<file path="config.mk">
export PLATFORM = sky130hd
export DESIGN_NAME = dbus_xfer_scheduler
export DESIGN_NICKNAME = d
export VERILOG_FILES = /design/src/rtl/dbus_xfer_scheduler.sv
export SDC_FILE = /design/constraint.sdc
export NUM_CORES = 1
export LEC_CHECK = 0
export ABC_AREA = 1
export BUFFER_PORTS_ARGS = -buffer_cell sky130_fd_sc_hd__buf_2
export CORE_AREA = 2 2 62 64
export DETAILED_ROUTE_END_ITERATION = 12
export DIE_AREA = 0 0 64 66
export PLACE_DENSITY = 0.93
export SLEW_MARGIN = 15
export SYNTH_ARGS = -nofsm -noshare
export SYNTH_HDL_FRONTEND = slang
export SYNTH_SLANG_ARGS = --single-unit
</file>
<file path="constraint.sdc">
create_clock -name i_clock -period 4.7 [get_ports i_clock]
set_input_delay 0 -clock i_clock [delete_from_list [all_inputs] [get_ports i_clock]]
set_output_delay 0 -clock i_clock [all_outputs]
set_load 0.01 [all_outputs]
</file>
<file path="src/rtl/dbus_xfer_scheduler.sv">
// ============================================================================
// Module   : dbus_xfer_scheduler
// Purpose  : Arbitrates bytes between a UART FIFO pair and a dbus port.
//            Inbound bus traffic always wins over outbound host traffic.
//            Host-to-bus bursts are broken up by a listen gap.
// Config   : define DBUS_SCHED_WATCHDOG_EN to enable the per-transfer watchdog
// Revision : 1.0 - initial release
// ============================================================================
`default_nettype none

module dbus_xfer_scheduler #(
  parameter int unsigned c_CLOCKFREQ  = 4000000,
  parameter int unsigned c_MAXBURST   = 8,
  parameter int unsigned c_GAPCYCLES  = 64,
  parameter int unsigned c_TIMEOUT_US = 2000
) (
  input  logic       i_clock,
  input  logic       i_reset_n,
  input  logic       i_host_avail,
  input  logic [7:0] i_host_data,
  output logic       o_host_read,
  output logic [7:0] o_bus_data,
  output logic       o_bus_enable,
  input  logic       i_bus_busy,
  input  logic       i_bus_avail,
  input  logic [7:0] i_bus_data,
  output logic       o_bus_read,
  input  logic       i_bus_receiving,
  output logic [7:0] o_tx_data,
  output logic       o_tx_enable,
  input  logic       i_tx_busy,
  output logic       o_bus_reset_req,
  output logic       o_timeout,
  output logic [7:0] o_err_count,
  output logic [2:0] o_state
);

  typedef enum logic [2:0] {
    S_IDLE    = 3'd0,
    S_H_FETCH = 3'd1,
    S_B_SEND  = 3'd2,
    S_B_WAIT  = 3'd3,
    S_B_FETCH = 3'd4,
    S_T_SEND  = 3'd5,
    S_T_WAIT  = 3'd6,
    S_GAP     = 3'd7
  } state_t;

  localparam int unsigned c_BURST_W = $clog2(c_MAXBURST + 1);
  localparam int unsigned c_GAP_W   = $clog2(c_GAPCYCLES + 1);
  localparam logic [c_BURST_W-1:0] c_BURST_LAST = c_BURST_W'(c_MAXBURST - 1);
  localparam logic [c_GAP_W-1:0]   c_GAP_LAST   = c_GAP_W'(c_GAPCYCLES - 1);

  state_t               state_q, state_d;
  logic [c_BURST_W-1:0] burst_q, burst_d;
  logic [c_GAP_W-1:0]   gap_q, gap_d;
  logic                 host_avail_q, bus_busy_q, bus_avail_q, bus_rcv_q, tx_busy_q;
  logic                 host_read_q, bus_enable_q, bus_read_q, tx_enable_q;
  logic [7:0]           bus_data_q, tx_data_q;

`ifdef DBUS_SCHED_WATCHDOG_EN
  localparam int unsigned c_WD_LIMIT = c_CLOCKFREQ / 1000000 * c_TIMEOUT_US;
  localparam int unsigned c_WD_W     = $clog2(c_WD_LIMIT + 1);
  localparam logic [c_WD_W-1:0] c_WD_LAST = c_WD_W'(c_WD_LIMIT - 1);

  logic [c_WD_W-1:0] wd_q, wd_d;
  logic              wd_fire;
  logic              timeout_q;
  logic [7:0]        err_q;
`endif

  // Register every handshake input once before the FSM looks at it
  always_ff @(posedge i_clock) begin
    if (!i_reset_n) begin
      host_avail_q <= 1'b0;
      bus_busy_q   <= 1'b0;
      bus_avail_q  <= 1'b0;
      bus_rcv_q    <= 1'b0;
      tx_busy_q    <= 1'b0;
    end else begin
      host_avail_q <= i_host_avail;
      bus_busy_q   <= i_bus_busy;
      bus_avail_q  <= i_bus_avail;
      bus_rcv_q    <= i_bus_receiving;
      tx_busy_q    <= i_tx_busy;
    end
  end

  // Next-state logic: inbound first, burst/gap bookkeeping, optional watchdog
  always_comb begin
    state_d = state_q;
    burst_d = burst_q;
    gap_d   = '0;
    case (state_q)
      S_IDLE: begin
        if (bus_avail_q) begin
          state_d = S_B_FETCH;
        end else if (host_avail_q && !bus_rcv_q && !bus_busy_q) begin
          state_d = S_H_FETCH;
        end
      end
      S_H_FETCH: if (!host_avail_q) state_d = S_B_SEND;
      S_B_SEND:  if (bus_busy_q) state_d = S_B_WAIT;
      S_B_WAIT: begin
        if (!bus_busy_q) begin
          if (burst_q == c_BURST_LAST) begin
            burst_d = '0;
            state_d = S_GAP;
          end else begin
            burst_d = burst_q + 1'b1;
            state_d = S_IDLE;
          end
        end
      end
      S_GAP: begin
        // An inbound byte cuts the listen gap short
        if (bus_avail_q) begin
          state_d = S_B_FETCH;
        end else if (gap_q == c_GAP_LAST) begin
          state_d = S_IDLE;
        end else begin
          gap_d = gap_q + 1'b1;
        end
      end
      S_B_FETCH: begin
        burst_d = '0;
        if (!bus_avail_q) state_d = S_T_SEND;
      end
      S_T_SEND: if (tx_busy_q) state_d = S_T_WAIT;
      S_T_WAIT: if (!tx_busy_q) state_d = S_IDLE;
      default:  state_d = S_IDLE;
    endcase
`ifdef DBUS_SCHED_WATCHDOG_EN
    // TX states are exempt: a stalled UART must never lose an inbound byte
    wd_fire = 1'b0;
    wd_d    = '0;
    if (state_q inside {S_H_FETCH, S_B_SEND, S_B_WAIT, S_B_FETCH}) begin
      if (wd_q == c_WD_LAST) begin
        wd_fire = 1'b1;
        state_d = S_IDLE;
      end else if (state_d == state_q) begin
        wd_d = wd_q + 1'b1;
      end
    end
`endif
  end

  // State, counters, registered strobes and data latches
  always_ff @(posedge i_clock) begin
    if (!i_reset_n) begin
      state_q      <= S_IDLE;
      burst_q      <= '0;
      gap_q        <= '0;
      host_read_q  <= 1'b0;
      bus_enable_q <= 1'b0;
      bus_read_q   <= 1'b0;
      tx_enable_q  <= 1'b0;
      bus_data_q   <= 8'h00;
      tx_data_q    <= 8'h00;
    end else begin
      state_q      <= state_d;
      burst_q      <= burst_d;
      gap_q        <= gap_d;
      host_read_q  <= (state_d == S_H_FETCH);
      bus_enable_q <= (state_d == S_B_SEND);
      bus_read_q   <= (state_d == S_B_FETCH);
      tx_enable_q  <= (state_d == S_T_SEND);
      if (state_q == S_IDLE && state_d == S_H_FETCH) bus_data_q <= i_host_data;
      if (state_q != S_B_FETCH && state_d == S_B_FETCH) tx_data_q <= i_bus_data;
    end
  end

`ifdef DBUS_SCHED_WATCHDOG_EN
  // Watchdog counter, one-clock timeout pulse and saturating error count
  always_ff @(posedge i_clock) begin
    if (!i_reset_n) begin
      wd_q      <= '0;
      timeout_q <= 1'b0;
      err_q     <= 8'h00;
    end else begin
      wd_q      <= wd_d;
      timeout_q <= wd_fire;
      if (wd_fire && err_q != 8'hFF) err_q <= err_q + 8'h01;
    end
  end

  assign o_bus_reset_req = timeout_q;
  assign o_timeout       = timeout_q;
  assign o_err_count     = err_q;
`else
  assign o_bus_reset_req = 1'b0;
  assign o_timeout       = 1'b0;
  assign o_err_count     = 8'h00;
`endif

  assign o_host_read  = host_read_q;
  assign o_bus_enable = bus_enable_q;
  assign o_bus_read   = bus_read_q;
  assign o_tx_enable  = tx_enable_q;
  assign o_bus_data   = bus_data_q;
  assign o_tx_data    = tx_data_q;
  assign o_state      = state_q;

endmodule

`default_nettype wire

</file>
Word-level counts from Yosys, hierarchy flattened
Cells that the tools add are included.

word-level totals
  register bits = 39
  bits of input ports = 23
  output and inout bits = 33
  word-level logic and storage cells = 58

operators by class
  add/subtract/negate cells = 2
  equality and inequality tests = 15
  muxes and demuxes = 15
  bitwise gates (word level) = 2
  reduce and logical (&&, ||, !) cells = 10

operators with widths
  operator                                             count
  2-to-1 mux 3 bit                                     11
  case mux 3 bit (8 select lines)                      1
  equality test 3 bit, second input constant           6
  equality test 3 x 2 -> 1 bit, second input constant  3
  2-to-1 mux 4 bit                                     2
  case mux 4 bit (2 select lines)                      1
  adder 7 x 1 -> 7 bit, second input constant          1
  equality test 7 x 6 -> 1 bit, second input constant  1
  equality test 3 x 1 -> 1 bit, second input constant  2
  adder 4 x 1 -> 4 bit, second input constant          1
  equality test 4 x 3 -> 1 bit, second input constant  1
  logical AND 1 bit                                    4
  OR reduction 4 bit                                   1
  zero test 3 bit                                      1
  inequality test 3 bit, second input constant         1
  zero test 1 bit                                      2
  inequality test 2 bit, second input constant         1
  inverter 1 bit                                       2
  AND reduction 2 bit                                  1
  nonzero test 2 bit                                   1

Depth between registers and ports, before layout
Gate-level depths: netlist of the first run.

  word-level depth = 8
  depth in mapped cells = 13
  gate-level depth less buffers = 12

Least setup slack after synthesis of the first run
OpenSTA, ideal clock, no wires.

  kind = register to register
  start point = register gap_q[0]
  end point = register tx_data_q[6], in the netlist o_tx_data[6]
  library setup time = 113 ps
  arrival = 1,569 ps
  required time = 4,587 ps
  setup slack = 3,018 ps
  stages on the path, launching flop included = 14
  buffers on the path = 1
  period minus slack after synthesis = 1,682 ps
  cells stage by stage = dfxtp_1 > ha_1 > nand2_1 > nor2_2 > nand2_1 > nand2_2 > inv_1 > nor2_2 > nand3_4 > nor2_8 > buf_12 > nand3_2 > nand2_1 > nor2_2

between the ends
  longest elaborated chain between the ends = 6

ends and longest elaborated chain
  what                             RTL line  text
  start: declaration               56        logic [c_GAP_W-1:0] gap_q, gap_d;
  start signal: assignment         163       gap_q <= gap_d;
  equality test 7 x 6 -> 1 bit     119       end else if (gap_q == c_GAP_LAST) begin
  2-to-1 mux 3 bit                 119
  2-to-1 mux 3 bit                 117       if (bus_avail_q) begin
  case mux 3 bit (8 select lines)  94        case (state_q)
  equality test 3 bit              169       if (state_q != S_B_FETCH && state_d == S_B_FETCH) tx_data_q <= i_bus_data;
  logical AND 1 bit                169
  end signal: assignment           169
  end: declaration                 59        logic [7:0] bus_data_q, tx_data_q;

Every way passes these cells.
A chain may end at the register's enable or synchronous reset.

Final worst setup path of the first run
  start point = register burst_q[0]
  end point = register tx_data_q[6], in the netlist o_tx_data[6]

between the ends
  longest elaborated chain between the ends = 6

ends and longest elaborated chain
  what                             RTL line  text
  start: declaration               55        logic [c_BURST_W-1:0] burst_q, burst_d;
  start signal: assignment         162       burst_q <= burst_d;
  equality test 4 x 3 -> 1 bit     106       if (burst_q == c_BURST_LAST) begin
  2-to-1 mux 3 bit                 106
  2-to-1 mux 3 bit                 105       if (!bus_busy_q) begin
  case mux 3 bit (8 select lines)  94
  equality test 3 bit              169
  logical AND 1 bit                169

Every way passes these cells.

==> results.yml, run 1 <==
setup_path:
  cp.arrival_ps: 2230
  crit_family: "simple AND/OR/NAND/NOR gates"
  cp.required_ps: 4950
  cp-end-kind: "flip-flop"
  r2r_cells: 11
  cp-start-kind: "flip-flop"
  crit_path_max_fanout: 16
  crit_cells: 11
  worstPathCellList: "ha_1, nand3_1, nand2_1, nand2_1, nand2_1, nor2_4, nand3_4, nor2_8, nand3_2, nand2_1, nor2_2"
  worst_path_max_delay_cell: "dfxtp_1"
  critical_path_buf_inv_count: 0
  crit_path_frequent_cell: "nand2_1"
  path_class: "flip-flop to flip-flop"
  cpPeakStageDelay_ps: 350
sta:
  hold_viol_final: 0
  worstMarginPinSlew_ps: 781
  rsz0062_at_grt: "false"
  fin_crit_sh: 0.420
  slew_headroom: 0.478
  maxSlewViolCount: 0
  fin_ws_ps: 2720
  clock_skew_ps: 17.0
  timing.fmax_mhz: 506
  setup-tns-final_ps: 0
  finalSetupViolCount: 0
  fin_crit_ps: 1980
placement:
  port_buffers: 45
  post-place-ws_ps: 2800
  place.gp.congestion: 0.940
  dp_hpwl_um: 2590
clocking:
  htree_levels: 2
  cts_made_buffers: 5
  clk_pin_slew_ps: 110
  clk_root_buffer_cell: "clkbuf_4"
  clockBufferDepth: 2
  hold_buffers: 21
  post-cts-setup-buffer-count: 0
  cts_resized: 0
  tritoncts: "yes"
  cts_sinks: 39
  worstSkewPairLatency_ps: 350
yosys:
  synthCells: 240
  seq_area_frac_synth: 0.422
  yosysWarnings: 0
  synth_area_um2: 1850
  syn_area_per_cell_um2: 7.71
  synthTopCellsByArea: "dfxtp_1, nand2_1, nor2_1"
  yosys.area.top_type: "dfxtp_1"
  synth_seq_cells: 39
  synth.top_cell.area_share: 0.422
  synth_cell_types: 33
grt:
  use_met2: 0.376
  met1_usage: 0.237
  antenna_found_initial: 0
  met3_usage: 0.0528
  grt_max_degree: 28
  grt_pass1_wl_um: 6830
  grt-busiest-layer: "met2"
  grt_usage: 0.210
  gr-total-overflow: 0
  grt_pass1_vias: 1595
min_path:
  hold_class: "primary input to flip-flop"
  hold_depth: 3
routing:
  wl_um: 4010
  dr.pass1.iters: 4
  drtIter0Drc: 55
  via_count: 1687
  drc: 0
  vias_per_cell: 4.77
  ant_nets: 0
  wl_per_cell_um: 11.3
floorplanning:
  start_util: 0.521
  std_cell_rows: 22
  die_h_um: 66
  core_area_um2: 3550
  dieArea_um2: 4220
  ios: 56
  die_x_um: 64
final_layout:
  layout_commonest_cell: "buf_2"
  nets: 330
  final_cell_mix: "buf_2, nand2_1, dfxtp_1, nor2_1, inv_1"
  area_growth_pct: 25.0
  drive_above_1_share: 0.271
  diodes: 0
status:
  status: "finished clean"
power:
  leakagePower_uw: 0.00115
  p_seq_frac: 0.358
  ir_drop_mv: 0.329
  powerDensity_nw_per_um2: 548
  p_int_uw: 717
  power_frac_clock: 0.156
  p_switching_uw: 551
  switching_share: 0.434
  pwr-share-comb: 0.486
run:
  drv_cap: 0
==> worst min-delay path, stage by stage <==
cell and delay (ps):
buf_2 250, nand2_1 110, inv_1 30
==> state kept, by name, indices dropped and copies added, names as in the netlist <==
| register | count |
|---|---|
| o_bus_data | 8 |
| o_bus_read | 1 |
| o_bus_enable | 1 |
| gap_q | 7 |
| bus_rcv_q | 1 |
| o_tx_enable | 1 |
| host_avail_q | 1 |
| tx_busy_q | 1 |
| bus_busy_q | 1 |
| o_state | 3 |
| burst_q | 4 |
| o_tx_data | 8 |
| bus_avail_q | 1 |
| o_host_read | 1 |
==> metrics by stage <==
| step | util | instance area [um^2] | cells | total power (uW) | hold WS [ps] |
|---|---|---|---|---|---|
| final | 0.652 | 2310 | 354 | 1270 | 94.9 |
| after global routing | 0.652 | 2310 | 354 | 1370 | 91.7 |
| after CTS | 0.652 | 2310 | 354 | 1260 | 53.8 |
| after detailed placement | 0.572 | 2030 | 325 | 1050 | 187 |
| after global placement | 0.572 | 2030 | 325 | 1040 | 186 |
| after floorplan | - | 1880 | 249 | 981 | 97.6 |
==> cells in the mapped netlist, drive strengths merged <==
| cell type | n |
|---|---|
| a21oi | 14 |
| buf | 13 |
| clkbuf | 4 |
| conb | 1 |
| dfxtp | 39 |
| ha | 2 |
| inv | 29 |
| nand2 | 45 |
| nand3 | 17 |
| nand3b | 1 |
| nand4 | 2 |
| nor2 | 48 |
| nor3 | 4 |
| nor3b | 2 |
| nor4 | 1 |
| o21ai | 11 |
| o21bai | 1 |
| o31ai | 1 |
| or2 | 2 |
| xnor2 | 1 |
| xor2 | 2 |
==> cell type report <==
| cell class | instances | area (um^2) |
|---|---|---|
| Fill cell | 293 | 1240 |
| Multi-Input combinational cell | 164 | 856 |
| Sequential cell | 39 | 781 |
| Timing Repair Buffer | 66 | 435 |
| Inverter | 29 | 109 |
| Clock buffer | 7 | 65.1 |
| Tap cell | 48 | 60.1 |
| Clock inverter | 1 | 7.51 |
==> power by group through the flow <==
stage / Clock [uW] / Combinational, uW / Sequential (uW)
finish: 198 / 616 / 454
global route: 213 / 697 / 464
CTS: 201 / 606 / 453
detailed placement: 0 / 592 / 461
global placement: 0 / 577 / 459
floorplan: 0 / 502 / 479
==> layer usage <==
metal / wire, um / vias up
li1: - / 860
met1: 1710 / 763
met2: 2020 / 57
met3: 211 / 7
met4: 70 / 0
met5: 0 / -
==> worst paths after layout <==
| check | slack [ps] | to | startpoint |
|---|---|---|---|
| max | 2720 | o_tx_data[6] | burst_q[0] |
| min | 90 | bus_avail_q | i_reset_n |
| min reg2reg | 450 | gap_q[0] | gap_q[0] |
| max reg2reg | 2720 | o_tx_data[6] | burst_q[0] |
==> cells by family (layout without fill, tap and decap cells) <==
logic type	after synthesis	after routing	synth area share
simple gates	122	122	0.323
fa+ha+maj	2	2	0.0135
buf+inv	46	103	0.134
compound gates	27	27	0.0920
other cells	1	10	0.00203
xor+xnor	3	3	0.0142
flops	39	39	0.422
Power figures use the tool's default switching activity.
==> run 2, diff against run 1 <==
- CORE_AREA: 2 2 62 64 -> 2 2 64 66
- DIE_AREA: 0 0 64 66 -> 0 0 66 68
- PLACE_DENSITY: 0.93 -> 0.89
- clock period: 4.7 -> 1.9 ns (I/O delays scaled with it)
==> run 2 against run 1 <==
Clock skew down 6.3 ps. Final area is 0.38% higher. Wire length down 7.4%. Sequential share of layout area about the same. Global-route usage fell by 3.6 points. Sequential power grew 150%. Critical path depth unchanged. First-iteration DRC count down 3.6%.
==> results.yml, run 2 (synthesis results as in run 1) <==
placement:
  place.gp.congestion: 0.876
  post-place-ws_ps: 33.0
  port_buffers: 45
  dp_hpwl_um: 2450
final_layout:
  area_growth_pct: 25.5
  layout_commonest_cell: "buf_2"
  drive_above_1_share: 0.311
  final_cell_mix: "buf_2, nand2_1, nor2_1, dfxtp_1, inv_1"
  multi_input_area_um2: 885
  nets: 326
  seqCellArea_um2: 785
  diodes: 0
  fillers: 329
clocking:
  worstSkewPairLatency_ps: 290
  clk_root_buffer_cell: "clkbuf_8"
  cts_made_buffers: 5
  tritoncts: "yes"
  htree_levels: 2
  clockBufferDepth: 2
  cts_sinks: 39
  clk_pin_slew_ps: 80
grt:
  grt_usage: 0.174
  grt_pass1_wl_um: 5970
  gr-total-overflow: 0
  antenna_found_initial: 0
  grt_pass1_vias: 1462
  grt_max_degree: 28
sta:
  fin_crit_ps: 1780
  setup-tns-final_ps: 0
  timing.fmax_mhz: 562
  finalSetupViolCount: 0
  clock_skew_ps: 10.8
  maxSlewViolCount: 0
  fin_ws_ps: 119
  fin_crit_sh: 0.937
  whs_ps: 14.4
  hold_viol_final: 0
floorplanning:
  ios: 56
  start_util: 0.480
  dieArea_um2: 4490
  die_x_um: 66
  core_area_um2: 3860
  die_h_um: 68
  std_cell_rows: 23
routing:
  drc: 0
  via_count: 1633
  dr.pass1.iters: 4
  routed.top_layer: "met4"
  wl_um: 3720
  wl_met3_um: 193
  wl_met1_um: 1690
  vias_per_cell: 4.64
  ant_nets: 0
  wl_per_cell_um: 10.6
  drtIter0Drc: 53
  wl_met2_um: 1760
setup_path:
  crit_path_max_fanout: 8
  cp.arrival_ps: 2010
  cpPeakStageDelay_ps: 350
  cp-end-kind: "flip-flop"
  worst_path_max_delay_cell: "dfxtp_2"
  path_class: "flip-flop to flip-flop"
  cp-start-kind: "flip-flop"
  worstPathCellList: "ha_2, nand2_2, nor2_4, nand2_2, nand2_2, inv_1, nor2_2, nand3_4, nor2_4, a21oi_2, nor2_2"
  cp.required_ps: 2130
  crit_path_frequent_cell: "nand2_2"
power:
  finalPower_uw: 3350
  ir_drop_mv: 0.861
  switching_share: 0.419
  powerDensity_nw_per_um2: 1440
  power_frac_clock: 0.182
  leakagePower_uw: 0.00114
  p_switching_uw: 1410
  p_int_uw: 1950
  pwr-share-comb: 0.482
  p_seq_frac: 0.335
run:
  drv_cap: 0
status:
  status: "finished clean"
min_path:
  hold_class: "primary input to flip-flop"
==> run 2: cell types whose count changed in the layout (fill, tap and decap cells not counted), moves of 3 or more <==
cell | previous run | this run
dlygate4sd3_1 | 21 | 13
clkbuf_4 | 5 | 0
clkbuf_8 | 2 | 7
buf_4 | 0 | 3
dfxtp_1 | 39 | 36
dfxtp_2 | 0 | 3
==> run 2: layout make-up <==
cell class	count	area share
clock buffer	7	0.0415
tap	50	0.0269
sequential	39	0.338
multi-input combinational	165	0.381
timing repair buffer	61	0.163
clock inverter	1	0.00323
inverter	29	0.0469
==> run 2: critical path, delay by kind of cell (launching register included) <==
| family | cells | cell delay (ps) |
|---|---|---|
| AND/OR/NAND/NOR | 8 | 1020 |
| flip-flops | 1 | 350 |
| adder cells (fa/ha/maj) | 1 | 190 |
| AO/OA/AOI/OAI | 1 | 90 |
| buffers and inverters | 1 | 70 |
==> run 2: metal layers <==
layer,track usage,vias to the layer above
li1,-,854
met1,0.203,727
met2,0.302,46
met3,0.0411,6
met4,0.0842,0
met5,0,-
==> run 2: what timing repair did <==
| action | in CTS | in global routing |
|---|---|---|
| endpoints found under the hold margin | 13 | 0 |
| buffers inserted | 0 | 1 |
| setup endpoints to repair | 0 | 8 |
| hold buffers | 13 | 0 |
| gates resized for setup | 0 | 8 |
==> run 2: path summary, 6_finish.rpt <==
path / from / end / slack [ps] / depth (start not counted)
max: gap_q[0] / o_tx_data[6] / 120 / 11
min: i_bus_data[7] / o_tx_data[7] / 10 / 5
max reg2reg: gap_q[0] / o_tx_data[6] / 120 / 11
min reg2reg: gap_q[0] / gap_q[0] / 440 / 1
==> run 2: power by group through the flow <==
stage	clock network [uW]	logic (uW)	registers, uW
global placement	0	1450	1140
CTS	623	1520	1120
floorplan	0	1240	1180
finish	612	1620	1120
detailed placement	0	1490	1140
global route	655	1800	1150
==> run 2: through the flow <==
stage / std cells / instance area [um^2] / util
2_1_floorplan: 249 / 1880 / -
3_3_place_gp: 329 / 2050 / 0.531
3_5_place_dp: 329 / 2050 / 0.531
4_1_cts: 350 / 2280 / 0.592
5_1_grt: 352 / 2320 / 0.602
6_report: 352 / 2320 / 0.602
